===== config.mk =====
export PLATFORM = sky130hd
export DESIGN_NAME = gfx_serialize
export DESIGN_NICKNAME = d
export VERILOG_FILES = /design/src/rtl/gfx_pkg.sv /design/src/rtl/gfx_serialize_pick.sv /design/src/rtl/gfx_serialize.sv
export SDC_FILE = /design/constraint.sdc
export NUM_CORES = 1
export LEC_CHECK = 0
export ABC_AREA = 1
export CORE_ASPECT_RATIO = 0.7
export CORE_UTILIZATION = 50
export CTS_BUF_LIST = sky130_fd_sc_hd__clkbuf_4 sky130_fd_sc_hd__clkbuf_8 sky130_fd_sc_hd__clkbuf_16
export DETAILED_ROUTE_END_ITERATION = 10
export DONT_BUFFER_PORTS = 1
export GPL_ROUTABILITY_DRIVEN = 1
export GPL_TIMING_DRIVEN = 0
export PLACE_DENSITY = 0.71
export SLEW_MARGIN = 20
export SYNTH_ARGS = -nofsm -noshare
export SYNTH_HDL_FRONTEND = slang
export SYNTH_SLANG_ARGS = --single-unit

===== constraint.sdc =====
create_clock -name clk -period 5.1 [get_ports clk]
set_input_delay 0.765 -clock clk [delete_from_list [all_inputs] [get_ports clk]]
set_output_delay 0.765 -clock clk [all_outputs]
set_load 0.1 [all_outputs]

===== src/rtl/gfx_pkg.sv =====
// ============================================================================
// Module : gfx_pkg
// Brief  : Shared gfx helpers (lane-index width).
// Rev    : 1.0
// ============================================================================
`default_nettype none

package gfx_pkg;

  function automatic int gfx_idx_w(input int count);
    return (count > 1) ? $clog2(count) : 1;
  endfunction

endpackage

`default_nettype wire


===== src/rtl/gfx_serialize_pick.sv =====
// ============================================================================
// Module : gfx_serialize_pick
// Brief  : Lane priority encoder: next set lane above idx and lowest set lane.
// Rev    : 1.0
// ============================================================================
`default_nettype none

module gfx_serialize_pick
  import gfx_pkg::*;
#(
  parameter int COUNT = 4,
  parameter int IDX_W = gfx_idx_w(COUNT)
) (
  input  logic [COUNT-1:0] i_mask,
  input  logic [IDX_W-1:0] i_idx,
  output logic [IDX_W-1:0] o_next_idx,
  output logic             o_any_next,
  output logic [IDX_W-1:0] o_first_idx,
  output logic             o_any_set
);

  // Scan high to low so the lowest qualifying lane is the last one written.
  always_comb begin
    o_next_idx  = '0;
    o_any_next  = 1'b0;
    o_first_idx = '0;
    o_any_set   = 1'b0;
    for (int i = COUNT - 1; i >= 0; i--) begin
      if (i_mask[i]) begin
        o_first_idx = IDX_W'(i);
        o_any_set   = 1'b1;
        if (i > int'(i_idx)) begin
          o_next_idx = IDX_W'(i);
          o_any_next = 1'b1;
        end
      end
    end
  end

endmodule

`default_nettype wire


===== src/rtl/gfx_serialize.sv =====
// ============================================================================
// Module : gfx_serialize
// Brief  : Wide-to-narrow converter, lane 0 first, zero-bubble between words.
//          Optional per-lane skip mask under macro GFX_SERIALIZE_MASK_EN.
// Rev    : 1.0
// ============================================================================
`default_nettype none

module gfx_serialize
  import gfx_pkg::*;
#(
  parameter int WIDTH = 32,
  parameter int COUNT = 4
) (
  input  logic                   clk,
  input  logic                   rst,
  input  logic [WIDTH*COUNT-1:0] in,
  input  logic                   in_valid,
  output logic                   in_ready,
  input  logic                   out_ready,
  output logic                   out_valid,
  output logic [WIDTH-1:0]       out,
  output logic                   out_last
`ifdef GFX_SERIALIZE_MASK_EN
  ,
  input  logic [COUNT-1:0]       in_mask
`endif
);

  localparam int               c_IDX_W = gfx_idx_w(COUNT);
  localparam logic [c_IDX_W-1:0] c_LAST = c_IDX_W'(COUNT - 1);

  logic [WIDTH*COUNT-1:0] r_hold;
  logic [c_IDX_W-1:0]     r_idx;
  logic                   r_busy;

  logic [WIDTH-1:0]       w_lanes [COUNT];
  logic [c_IDX_W-1:0]     w_next_idx;
  logic                   w_last;
  logic [c_IDX_W-1:0]     w_first_idx;
  logic                   w_first_any;
  logic                   w_accept;
  logic                   w_beat;

  for (genvar g = 0; g < COUNT; g++) begin : g_lane
    assign w_lanes[g] = r_hold[g*WIDTH +: WIDTH];
  end

`ifdef GFX_SERIALIZE_MASK_EN
  logic [COUNT-1:0]   r_mask;
  logic               w_any_next;
  logic [c_IDX_W-1:0] w_unused_cur_first;
  logic               w_unused_cur_any;
  logic [c_IDX_W-1:0] w_unused_in_next;
  logic               w_unused_in_any_next;

  gfx_serialize_pick #(.COUNT(COUNT), .IDX_W(c_IDX_W)) u_pick_cur (
    .i_mask      (r_mask),
    .i_idx       (r_idx),
    .o_next_idx  (w_next_idx),
    .o_any_next  (w_any_next),
    .o_first_idx (w_unused_cur_first),
    .o_any_set   (w_unused_cur_any)
  );

  gfx_serialize_pick #(.COUNT(COUNT), .IDX_W(c_IDX_W)) u_pick_in (
    .i_mask      (in_mask),
    .i_idx       ('0),
    .o_next_idx  (w_unused_in_next),
    .o_any_next  (w_unused_in_any_next),
    .o_first_idx (w_first_idx),
    .o_any_set   (w_first_any)
  );

  assign w_last = !w_any_next;

  always_ff @(posedge clk) begin
    if (w_accept) begin
      r_mask <= in_mask;
    end
  end
`else
  assign w_next_idx  = r_idx + c_IDX_W'(1);
  assign w_last      = (r_idx == c_LAST);
  assign w_first_idx = '0;
  assign w_first_any = 1'b1;
`endif

  assign out_valid = r_busy;
  assign out       = w_lanes[r_idx];
  assign out_last  = r_busy && w_last;
  // Reset gating keeps upstream from handshaking while the block is held.
  assign in_ready  = !rst && (!r_busy || (out_ready && out_last));
  assign w_accept  = in_valid && in_ready;
  assign w_beat    = r_busy && out_ready;

  always_ff @(posedge clk) begin
    if (w_accept) begin
      r_hold <= in;
    end
  end

  // An accept on the last beat takes priority, giving back-to-back words.
  always_ff @(posedge clk or posedge rst) begin
    if (rst) begin
      r_busy <= 1'b0;
      r_idx  <= '0;
    end else if (w_accept) begin
      r_busy <= w_first_any;
      r_idx  <= w_first_any ? w_first_idx : '0;
    end else if (w_beat) begin
      if (w_last) begin
        r_busy <= 1'b0;
        r_idx  <= '0;
      end else begin
        r_idx  <= w_next_idx;
      end
    end
  end

endmodule

`default_nettype wire

==> reports/qor.txt, run 1 <==
Cell count of the worst reg-to-reg path = 4
FMAX = 320.8 MHz
DRT iter0 DRCs = 199
Setup crit end kind = output port
Slew at the pin closest to its max-slew limit = 1084 ps
RR Startpoint = out_valid
Resized cells post-CTS = 0
Clock Skew = 8.995 ps
GPL Wtd Cong = 0.7976
Vias = 2,988
Die X-Extent = 124.1 um
Top fanout value on the critical path = 4
Tcrit/Tclk final = 0.6113
Vias per cell = 5.307
Min cycle time layout = 3117 ps
Syn Area/Cell = 13.00 um^2
WS Path Type = register to output port
# DRC = 0
Final hold slack = 124.0 ps
Setup bufs post-CTS = 0
Reg2Reg Setup Slack = 2610 ps
Core box area = 9910 um^2
Area delta synth->final = 15.91%
Layout fillers = 752
Layout cells sized above 1 = 0.1267
Overall global routing resource usage = 0.2013
CTS sink cnt = 131
Reg-to-Reg End = r_hold[43]
RSZ-0062 raised after global routing = false
CTS max path bufs = 2
Count of input and output buffers = 0
Synth unique cells = 12
WL per Instance = 18.93 um
First-pass GRT wire length = 15,320 um
Final nets = 554
Clock transition at path regs = 60 ps
TritonCTS clock tree = done
Clock root buffer = clkbuf_16
Die ar. = 10,850 um^2
Vias in the first global route = 2,965
DRT Pass-1 Iters = 4
Worst path required time = 4340 ps
Initial antenna violation count = 1
Multi-input gate area = 917.1 um^2
Final setup fails = 0
Rows = 30
Later-pin clock latency in the skew report = 410 ps
Vert. Die Dim = 87.44 um
Cts hold-fix bufs = 0
Worst path arrival time = 2350 ps
Starting Density = 0.5261
Final WL = 10,660 um
Seq/Total Area, Yosys = 0.7516
Slew headroom = 0.2768
Final HPWL DP = 7276 um
Total of max-cap violations = 0
Placed Cells = 530
H-tree lvl count = 4
Setup tns final = 0 ps
Total CTS buffers = 17
Post-Syn Instances = 401
Largest net degree at the start of global routing = 71
Fin. max-slew vios = 0
Post-Syn Area = 5214 um^2
Final Hold Vio Count = 0
Startpoint types = register
Launch point of the worst path = out_valid
Ys Warns = 0
Sequential cell area = 3919 um^2
Remaining antenna violation count = 0
Hold crit path type = input port to asynchronous set/reset pin
Synth Net Count = 534
Outcome = finished clean
# IOs = 167
Final non-filler cell total = 563
Global route overflow = 0
Seq cells post-synth = 131
worst max-delay path by stage:
| stage | slack [ps] | end | cells past startpoint |
|---|---|---|---|
| 6_report | 1980 | in_ready | 3 |
| 5_1_grt | 1890 | in_ready | 3 |
| 4_1_cts | 1980 | in_ready | 3 |
| 3_5_place_dp | 2420 | in_ready | 3 |
| 3_3_place_gp | 170 | r_hold[46] | 3 |
| 2_1_floorplan | 1000 | r_hold[0] | 3 |
cell usage after synthesis:
cell | instances | area share
nand3_1 | 1 | 0.00096
buf_2 | 16 | 0.015
ha_1 | 1 | 0.0024
edfxtp_1 | 128 | 0.74
nand2_1 | 109 | 0.078
clkbuf_1 | 2 | 0.0014
buf_4 | 3 | 0.0043
inv_2 | 1 | 0.00072
inv_1 | 71 | 0.051
nor2_1 | 2 | 0.0014
dfrtp_1 | 3 | 0.014
o211ai_1 | 64 | 0.092
cell families (layout without fill, tap and decap cells):
logic type | Yosys count | in the layout | synth area share
AO/OA/AOI/OAI | 64 | 64 | 0.09215
adder cells (fa/ha/maj) | 1 | 1 | 0.002399
buffers and inverters | 93 | 126 | 0.07296
flip-flops | 131 | 131 | 0.7516
other | 0 | 1 | 0
AND/OR/NAND/NOR | 112 | 112 | 0.08087
state kept, by name (all words and copies together), names as in the netlist:
| register | cells |
|---|---|
| out_valid | 1 |
| r_hold | 128 |
| r_idx | 2 |
cells in the final DEF (no fill, tap or decap), drive strengths merged:
master and instances:
buf 20, bufinv 4, clkbuf 20, clkinv 5
clkinvlp 1, dfrtp 3, diode 1, edfxtp 128
ha 1, inv 76, nand2 109, nand3 1
nor2 2, o211ai 64
cell type report:
type | instances | area share
Antenna cell | 1 | 0.0004141
Buffer | 21 | 0.01822
Clock buffer | 18 | 0.07164
Clock inverter | 14 | 0.03292
Inverter | 72 | 0.04555
Multi-Input combinational cell | 177 | 0.1518
Sequential cell | 131 | 0.6484
Tap cell | 128 | 0.02650
Timing Repair Buffer | 1 | 0.004555
worst max-delay path, cell delays in order (launching register included):
cell	delay (ps)
dfrtp_1	750
nand2_1	280
inv_1	90
nor2_2	820
metal layers:
layer	part of all wire	global-route usage
met2	0.49	0.3340
met5	0	0
met3	0.11	0.09293
met1	0.39	0.2250
met4	0.013	0.08117
metrics by stage:
| stage | worst slack (ps) | cell area [um^2] | utilization |
|---|---|---|---|
| floorplan | 995.2 | 5214 | - |
| global placement | 170.0 | 5374 | 0.5423 |
| detailed placement | 2419 | 5409 | 0.5458 |
| CTS | 1979 | 6041 | 0.6096 |
| global route | 1888 | 6043 | 0.6098 |
| finish | 1983 | 6043 | 0.6098 |
Power of run 1 is not shown: default switching activity piles up to over one toggle a cycle in this logic, so the estimate is an artifact.
==> run 2: changes to the inputs <==
- clock period: 5.1 -> 2.9 ns (I/O delays scaled with it)
==> reports/qor.txt, run 2 (synthesis gave the netlist of run 1 again) <==
DRT iter0 DRCs = 174
WS Path Type = register to output port
Vert. Die Dim = 87.44 um
RSZ-0062 raised after global routing = false
Die X-Extent = 124.1 um
Vias per cell = 5.285
Initial antenna violation count = 0
Worst path buffer plus inverter count = 2
TritonCTS clock tree = done
Clock root buffer = clkbuf_16
# IOs = 167
Cell count of the worst reg-to-reg path = 7
Hold path cells = 0
Remaining antenna violation count = 0
Hold path endpoint = r_hold[79]
DRT Pass-1 Iters = 4
Cells along the critical path = buf_4, buf_2, o211ai_1, nand2_1
Commonest non-fill, non-tap cell in the layout = edfxtp_1
Final setup fails = 0
Layout fillers = 770
Die ar. = 10,850 um^2
H-tree lvl count = 4
Count of input and output buffers = 0
Startpoint types = register
Layout cells sized above 1 = 0.1419
Top fanout value on the critical path = 10
Overall global routing resource usage = 0.1994
Final WL = 10,450 um
Largest net degree at the start of global routing = 38
Worst path arrival time = 2210 ps
Setup crit end kind = output port
Slowest stage cell, crit path = nand2_1
Vias = 2,986
Final nets = 557
RR Startpoint = r_idx[0]
CTS max path bufs = 2
Hold_sp = in[79]
Max stage delay on crit path = 710 ps
CTS sink cnt = 131
Reg2Reg Setup Slack = 600 ps
WL per Instance = 18.49 um
# DRC = 0
Rows = 30
Final Hold Vio Count = 0
Tcrit/Tclk final = 0.9105
Total of max-cap violations = 0
Multi-input gate area = 942.2 um^2
Slew at the pin closest to its max-slew limit = 1051 ps
Reg-to-Reg End = r_hold[40]
Worst path required time = 2470 ps
Final hold slack = 119.1 ps
Starting Density = 0.5261
Total CTS buffers = 17
Cts hold-fix bufs = 1
Vias in the first global route = 2,875
First-pass GRT wire length = 15,150 um
Register bank with the most flops = r_hold
Final HPWL DP = 7459 um
Family with the most delay on the worst path = simple AND/OR/NAND/NOR gates
Area delta synth->final = 16.68%
Global route overflow = 0
Later-pin clock latency in the skew report = 400 ps
Resized cells post-CTS = 0
Core box area = 9910 um^2
Min cycle time layout = 2640 ps
Slew headroom = 0.2983
Fin. max-slew vios = 0
GPL Wtd Cong = 0.7647
Hold crit path type = input port to register
Sequential cell area = 3923 um^2
Setup bufs post-CTS = 0
FMAX = 378.7 MHz
Clock Skew = 9.819 ps
Max FFs per register = 128
Outcome = finished clean
Setup tns final = 0 ps
Clock transition at path regs = 60 ps
Antenna Cells = 0
Most frequent cells in the layout = edfxtp_1 (128), nand2_1 (107), inv_1 (70)
run 2: stage by stage:
stage / area [um^2] / util / setup WS (ps) / std cells
finish: 6083 / 0.6139 / 259.7 / 565
detailed placement: 5469 / 0.5519 / 585.2 / 532
floorplan: 5246 / - / -198.1 / 401
global placement: 5406 / 0.5456 / -906.9 / 529
global route: 6083 / 0.6139 / 158.0 / 565
CTS: 6083 / 0.6139 / 237.9 / 565
run 2: routing by layer:
layer  GRT usage  part of all wire
met5           0                 0
met4     0.08333            0.0091
met3     0.08901              0.10
met2      0.3114              0.48
met1      0.2409              0.41
run 2: area by class of cell:
type	count	area share
flip-flops and latches	131	0.6448
multi-input cells	177	0.1549
clock buffers	17	0.06993
inverters	72	0.04504
clock inverters	15	0.02941
well taps	128	0.02633
plain buffers	21	0.01810
repair buffers	4	0.01152
run 2: worst max-delay path by stage:
| stage | from | endpoint | slack (ps) | depth (start not counted) |
|---|---|---|---|---|
| final | r_idx[0] | out[13] | 260 | 4 |
| after global routing | r_idx[0] | out[13] | 160 | 4 |
| after CTS | r_idx[0] | out[13] | 240 | 4 |
| after detailed placement | r_idx[0] | r_hold[46] | 590 | 7 |
| after global placement | r_idx[0] | r_hold[43] | -910 | 5 |
| after floorplan | out_valid | r_hold[0] | -200 | 3 |
Power of run 2 is left out for the same reason.
